`src/rtl/decode_pipe_reg.sv`:
```
// decode_pipe_reg
//
// Decode -> execute pipeline register carrying a bundle of LANES instruction
// slots. A main register (M) drives the outputs. A skid register (S) absorbs
// one more bundle when execute stalls, so in_ready is registered state rather
// than a combinational function of out_ready. The stage also inserts hazard
// bubbles, flushes on a branch mispredict, and keeps a saturating count of
// the bubbles it has emitted.
//
// All state changes on the falling clock edge.
//
// Ports
//   clk         stage clock; state updates on negedge
//   rst         asynchronous, active-low reset
//   in_valid    per-lane valid of the upstream bundle
//   in_data     upstream payload; lane i at [i*DATA_WIDTH +: DATA_WIDTH]
//   in_ready    bundle accepted when high (registered; gated by hazard/flush)
//   hazard      data hazard: stall upstream, emit bubble downstream
//   flush       branch mispredict: discard held and incoming bundles
//   out_valid   per-lane valid toward execute
//   out_data    execute payload; invalid lanes are all-zero
//   out_ready   execute accepts the bundle
//   bubble_cnt  saturating count of hazard bubbles emitted
//   occupancy   bundles held: 0, 1 or 2
module decode_pipe_reg #(
    parameter int DATA_WIDTH = 128,
    parameter int LANES      = 2,
    parameter int CNT_WIDTH  = 16
) (
    input  logic                        clk,
    input  logic                        rst,
    input  logic [LANES-1:0]            in_valid,
    input  logic [LANES*DATA_WIDTH-1:0] in_data,
    output logic                        in_ready,
    input  logic                        hazard,
    input  logic                        flush,
    output logic [LANES-1:0]            out_valid,
    output logic [LANES*DATA_WIDTH-1:0] out_data,
    input  logic                        out_ready,
    output logic [CNT_WIDTH-1:0]        bubble_cnt,
    output logic [1:0]                  occupancy
);

    typedef enum logic [1:0] {
        EMPTY = 2'd0,
        ONE   = 2'd1,
        FULL  = 2'd2
    } state_t;

    state_t                      state_q, state_d;
    logic [LANES-1:0]            m_valid_q, m_valid_d;
    logic [LANES*DATA_WIDTH-1:0] m_data_q, m_data_d;
    logic [LANES-1:0]            s_valid_q, s_valid_d;
    logic [LANES*DATA_WIDTH-1:0] s_data_q, s_data_d;
    logic [CNT_WIDTH-1:0]        bubble_cnt_q, bubble_cnt_d;
    logic                        rdy_q, rdy_d;

    logic [LANES*DATA_WIDTH-1:0] in_masked;
    logic                        acc;
    logic                        dq;
    logic                        bubble;

    // Invalid lanes are stored with a zero payload so execute sees NOPs.
    always_comb begin
        in_masked = '0;
        for (int unsigned i = 0; i < LANES; i++) begin
            if (in_valid[i]) begin
                in_masked[i*DATA_WIDTH +: DATA_WIDTH] = in_data[i*DATA_WIDTH +: DATA_WIDTH];
            end
        end
    end

    // rdy_q mirrors "S empty"; hazard and flush only gate it combinationally.
    assign in_ready = rdy_q & ~hazard & ~flush;
    assign acc      = (|in_valid) & in_ready;
    assign dq       = (|m_valid_q) & out_ready;

    always_comb begin
        state_d      = state_q;
        m_valid_d    = m_valid_q;
        m_data_d     = m_data_q;
        s_valid_d    = s_valid_q;
        s_data_d     = s_data_q;
        bubble_cnt_d = bubble_cnt_q;
        bubble       = 1'b0;

        if (flush) begin
            state_d   = EMPTY;
            m_valid_d = '0;
            m_data_d  = '0;
            s_valid_d = '0;
            s_data_d  = '0;
        end else begin
            case (state_q)
                EMPTY: begin
                    if (acc) begin
                        m_valid_d = in_valid;
                        m_data_d  = in_masked;
                        state_d   = ONE;
                    end else if (hazard) begin
                        // M is already cleared, which is exactly the bubble.
                        bubble = 1'b1;
                    end
                end
                ONE: begin
                    if (dq && acc) begin
                        m_valid_d = in_valid;
                        m_data_d  = in_masked;
                    end else if (dq) begin
                        m_valid_d = '0;
                        m_data_d  = '0;
                        state_d   = EMPTY;
                        bubble    = hazard;
                    end else if (acc) begin
                        s_valid_d = in_valid;
                        s_data_d  = in_masked;
                        state_d   = FULL;
                    end
                end
                FULL: begin
                    if (dq) begin
                        m_valid_d = s_valid_q;
                        m_data_d  = s_data_q;
                        s_valid_d = '0;
                        s_data_d  = '0;
                        state_d   = ONE;
                    end
                end
                default: begin
                    state_d   = EMPTY;
                    m_valid_d = '0;
                    m_data_d  = '0;
                    s_valid_d = '0;
                    s_data_d  = '0;
                end
            endcase
        end

        if (bubble && (bubble_cnt_q != '1)) begin
            bubble_cnt_d = bubble_cnt_q + CNT_WIDTH'(1);
        end

        rdy_d = (state_d != FULL);
    end

    always_ff @(negedge clk or negedge rst) begin
        if (!rst) begin
            state_q      <= EMPTY;
            m_valid_q    <= '0;
            m_data_q     <= '0;
            s_valid_q    <= '0;
            s_data_q     <= '0;
            bubble_cnt_q <= '0;
            rdy_q        <= 1'b0;
        end else begin
            state_q      <= state_d;
            m_valid_q    <= m_valid_d;
            m_data_q     <= m_data_d;
            s_valid_q    <= s_valid_d;
            s_data_q     <= s_data_d;
            bubble_cnt_q <= bubble_cnt_d;
            rdy_q        <= rdy_d;
        end
    end

    assign out_valid  = m_valid_q;
    assign out_data   = m_data_q;
    assign bubble_cnt = bubble_cnt_q;
    assign occupancy  = state_q;

endmodule
```
`config.mk`:
```
export PLATFORM = sky130hd
export DESIGN_NAME = decode_pipe_reg
export DESIGN_NICKNAME = d
export VERILOG_FILES = /design/src/rtl/decode_pipe_reg.sv
export SDC_FILE = /design/constraint.sdc
export NUM_CORES = 1
export LEC_CHECK = 0
export BUFFER_PORTS_ARGS = -buffer_cell sky130_fd_sc_hd__buf_2
export CORE_MARGIN = 2
export CORE_UTILIZATION = 31
export CTS_BUF_LIST = sky130_fd_sc_hd__clkbuf_2
export DETAILED_ROUTE_END_ITERATION = 12
export HOLD_SLACK_MARGIN = 0.15
export SYNTH_ARGS = -nofsm -noshare
export SYNTH_HDL_FRONTEND = slang
export SYNTH_SLANG_ARGS = --single-unit
```
`constraint.sdc`:
```
create_clock -name clk -period 2.8 [get_ports clk]
set_clock_uncertainty 0.1 [all_clocks]
set_input_delay 0.28 -clock clk [delete_from_list [all_inputs] [get_ports clk]]
set_output_delay 0.28 -clock clk [all_outputs]
set_load 0.005 [all_outputs]
```
==> Word-level counts from Yosys, hierarchy flattened <==
Cells that the tools add are included.
{ "classes": {"add_sub_neg": 1, "eq_ne": 11, "muxes": 35, "n_bitwise": 6, "reduce_logical": 7} }
{ "ops": {"columns": ["op", "n"], "rows": [
  ["two-way mux 256 bit", 8],
  ["one-hot mux 256 bit (3 select lines)", 2],
  ["two-way mux 128 bit", 2],
  ["two-way mux 2 bit", 14],
  ["one-hot mux 2 bit (3 select lines)", 3],
  ["adder 16 x 1 -> 16 bit (second input constant)", 1],
  ["inequality test 16 bit (second input constant)", 1],
  ["inequality test 3 bit (second input constant)", 5],
  ["two-way mux 1 bit", 5],
  ["AND reduction 5 bit", 1],
  ["bitwise AND 1 bit", 4],
  ["inequality test 2 bit (second input constant)", 2],
  ["inequality test 4 bit (second input constant)", 1],
  ["OR reduction 2 bit", 2],
  ["AND reduction 3 bit", 1],
  ["== test 2 x 1 -> 1 bit (second input constant)", 1],
  ["== test 2 bit (second input constant)", 1],
  ["logical AND 1 bit", 2],
  ["zero test 2 bit", 1],
  ["inverter 1 bit", 2],
  ["one-hot mux 1 bit (2 select lines)", 1]
]} }
{ "totals": {"ff_bits": 535, "out_inout_bits": 277, "elab_cells": 67} }

==> Longest topological paths before layout <==
{ "logic_depth": {"ltp_word": 10, "depth_mapped": 7} }

==> impl_metrics.toml <==
[worst_setup_path]
required_ps = 2420
r2r-end = "out_data[255]$_DFFE_NN0P_"
crit_chain = "nor3b_4, buf_2"
crit_buf_inv = 1
slowest_delay_ps = 430
reg2reg_slack_ps = 320
critPathArrivalTime_ps = 3320
critPathTopFamily = "flip-flops"
r2r_cells = 7
worstPathMaxFanout = 2
cp_slowest_cell = "dfrtn_1"
start_kind = "flop"
path_class = "reg -> out"
endpoint_kind = "output pin"
reg2reg_from = "occupancy[1]$_DFF_NN0_"

[drt]
vias = 22300
wl_um = 88400
viasPerCell = 5.53
avgRoutedWirePerCell_um = 22.0
drc_errors = 0
ant_nets = 0
drt_iter0_drc = 1599
dr.pass1.iters = 5

[sta]
rsz0062_at_grt = "yes"
hold_viol = 0
slew_violations = 0
worst_slew_margin_rel_pct = 39.0
fin_ws_ps = -900
setup_viol = 277
max_slew.worst_pin.slew_ps = 914
whs_ps = 333

[clock_network]
clockBufferDepth = 3
cts_made_buffers = 150
cts_tree = "done"
clkSinkCount = 535
cts-root-buf = "clkbuf_2"
cts.htree.levels = 4
clk_pin_slew_ps = 70
clk_latency_ps = 1160

[run_status]
status = "finished, violations left"
violations = "setup timing"

[logic_synthesis]
ys_seq_elements = 535
ys.flop_type = "dfrtn_1"
synth_edf_count = 0
avgSynthCellArea_um2 = 13.4
syn-num-nets = 2150
synthCells = 1886
syn_area_um2 = 25200
synthArstFlopShare_pct = 100
ys_types = 44
yosysSeqAreaShare_pct = 53.1
yosysWarnings = 0

[worst_hold_path]
whs_endpoint = "out_data[173]$_DFFE_NN0P_"
hold_class = "reg -> reg"
hold_start = "out_data[173]$_DFFE_NN0P_"
hold_path_depth = 1

[global_routing]
gr-total-overflow = 0
antenna_found_initial = 29
grt_pass1_vias = 22800
track_usage_pct = 20.3
grt_pass1_wl_um = 133000
grt_max_degree = 153

[place]
placed_cells_incl_taps = 3445
post-dp-hpwl_um = 55300
gp_congestion = 0.845
io_buffer_count = 539
place_area_um2 = 30500

[final_layout]
most-common-layout-cells = "535 x dfrtn_1, 512 x a22o_1, 509 x buf_2"
final_cells = 4024
fin_util_pct = 42.6
final_common_cell = "dfrtn_1"
syn_to_final_growth_pct = 36.0
final_layout_size_suffix_gt1_share_pct = 50.7
multi_input_area_um2 = 10800
seq_area_um2 = 13400
final_area_um2 = 34300
fin_nets = 3102
nFillCells = 7563

[floorplanning]
io_pins = 540
core_area_um2 = 80500
dieWidth_um = 289
row_count = 104
start_util_pct = 31.3
die_y_um = 289
dieArea_um2 = 83700

[power_and_ir_drop]
p_leak_nw = 17.3
p_per_area_nw_per_um2 = 507
ir_drop_mv = 0.333
total_power_w = 0.0174

[job]
maxCapViolCount = 0
==> cells in the mapped netlist (8+ instances only) <==
cell type | instances | area, µm²
a22o_1 | 512 | 4480
o2bb2ai_2 | 220 | 3300
a22oi_1 | 256 | 1920
o2bb2ai_1 | 38 | 333
and4_1 | 8 | 70.1
xnor2_1 | 15 | 131
dfrtn_1 | 535 | 13400
buf_2 | 70 | 350
clkbuf_1 | 130 | 488
buf_6 | 26 | 293
nand3_1 | 8 | 40.0
==> report_power, final <==
group          switching, W  internal [W]
Combinational       0.00167       0.00139
Sequential         0.000171       0.00804
Clock               0.00364       0.00247
Total               0.00549        0.0119
==> flip-flops by register name, indices dropped and copies added, names as in the netlist <==
signal	cells
rdy_q	1
out_valid	2
s_valid_q	2
s_data_q	256
bubble_cnt	16
occupancy	2
out_data	256
==> routing by layer <==
| metal | share of wire (%) | vias up | global-route usage, % |
|---|---|---|---|
| li1 | - | 9727 | - |
| met3 | 7.7 | 192 | 5.87 |
| met2 | 47 | 906 | 31.4 |
| met1 | 42 | 11400 | 26.2 |
| met4 | 3.2 | 24 | 9.18 |
| met5 | 0.15 | - | 0 |
==> cell type report <==
type | instances | share of cell area, %
flip-flops and latches | 535 | 39.0
multi-input cells | 1118 | 31.3
repair buffers | 1030 | 21.6
well taps | 1060 | 3.86
clock buffers | 209 | 3.05
clock inverters | 52 | 0.991
diodes | 17 | 0.124
inverters | 3 | 0.0547
==> worst max path at each step <==
| stage | from | endpoint | slack [ps] | cells after the start |
|---|---|---|---|---|
| 6_report | rdy_q$_DFF_NN0_ | in_ready | -900 | 2 |
| 5_1_grt | rdy_q$_DFF_NN0_ | in_ready | -1090 | 2 |
| 4_1_cts | rdy_q$_DFF_NN0_ | in_ready | -1070 | 2 |
| 3_5_place_dp | hazard | out_data[198]$_DFFE_NN0P_ | -880 | 7 |
| 3_3_place_gp | hazard | out_data[191]$_DFFE_NN0P_ | -820 | 7 |
| 2_1_floorplan | hazard | out_data[0]$_DFFE_NN0P_ | -540 | 7 |
==> metrics by stage <==
stage               setup slack [ps]  TNS, ps
floorplan                       -541  -179020
global placement                -824  -349450
detailed placement              -876  -357670
CTS                            -1070  -241250
global route                   -1090  -229920
finish                          -900  -182960
==> cell families (layout without fill, tap and decap cells) <==
| group | after synthesis | count (layout) | share of synthesized area (%) |
|---|---|---|---|
| DFF | 535 | 535 | 53.1 |
| xor gates and xnor gates | 15 | 15 | 0.521 |
| muxes | 1 | 1 | 0.0446 |
| and+or+nand+nor | 55 | 55 | 1.36 |
| adders and majority gates | 1 | 1 | 0.0496 |
| buffers and inverters | 233 | 1294 | 4.60 |
| other | 0 | 17 | 0 |
| AOI/OAI and AO/OA | 1046 | 1046 | 40.4 |
==> worst register-to-register path, cell delays in order (launching register included) <==
cell and delay [ps]:
dfrtn_1 440, buf_4 260, buf_12 410, nor2b_4 290
buf_12 260, a22o_1 210, a22oi_1 260, o2bb2ai_2 80
==> timing repair <==
item                                   CTS  global route
buffers inserted                       222            79
endpoints found under the hold margin    6             0
setup endpoints to repair              277           277
hold buffers                             1             0
pin swaps                                0             0
gates resized for setup                 21            11
Power figures use the tool's default switching activity.
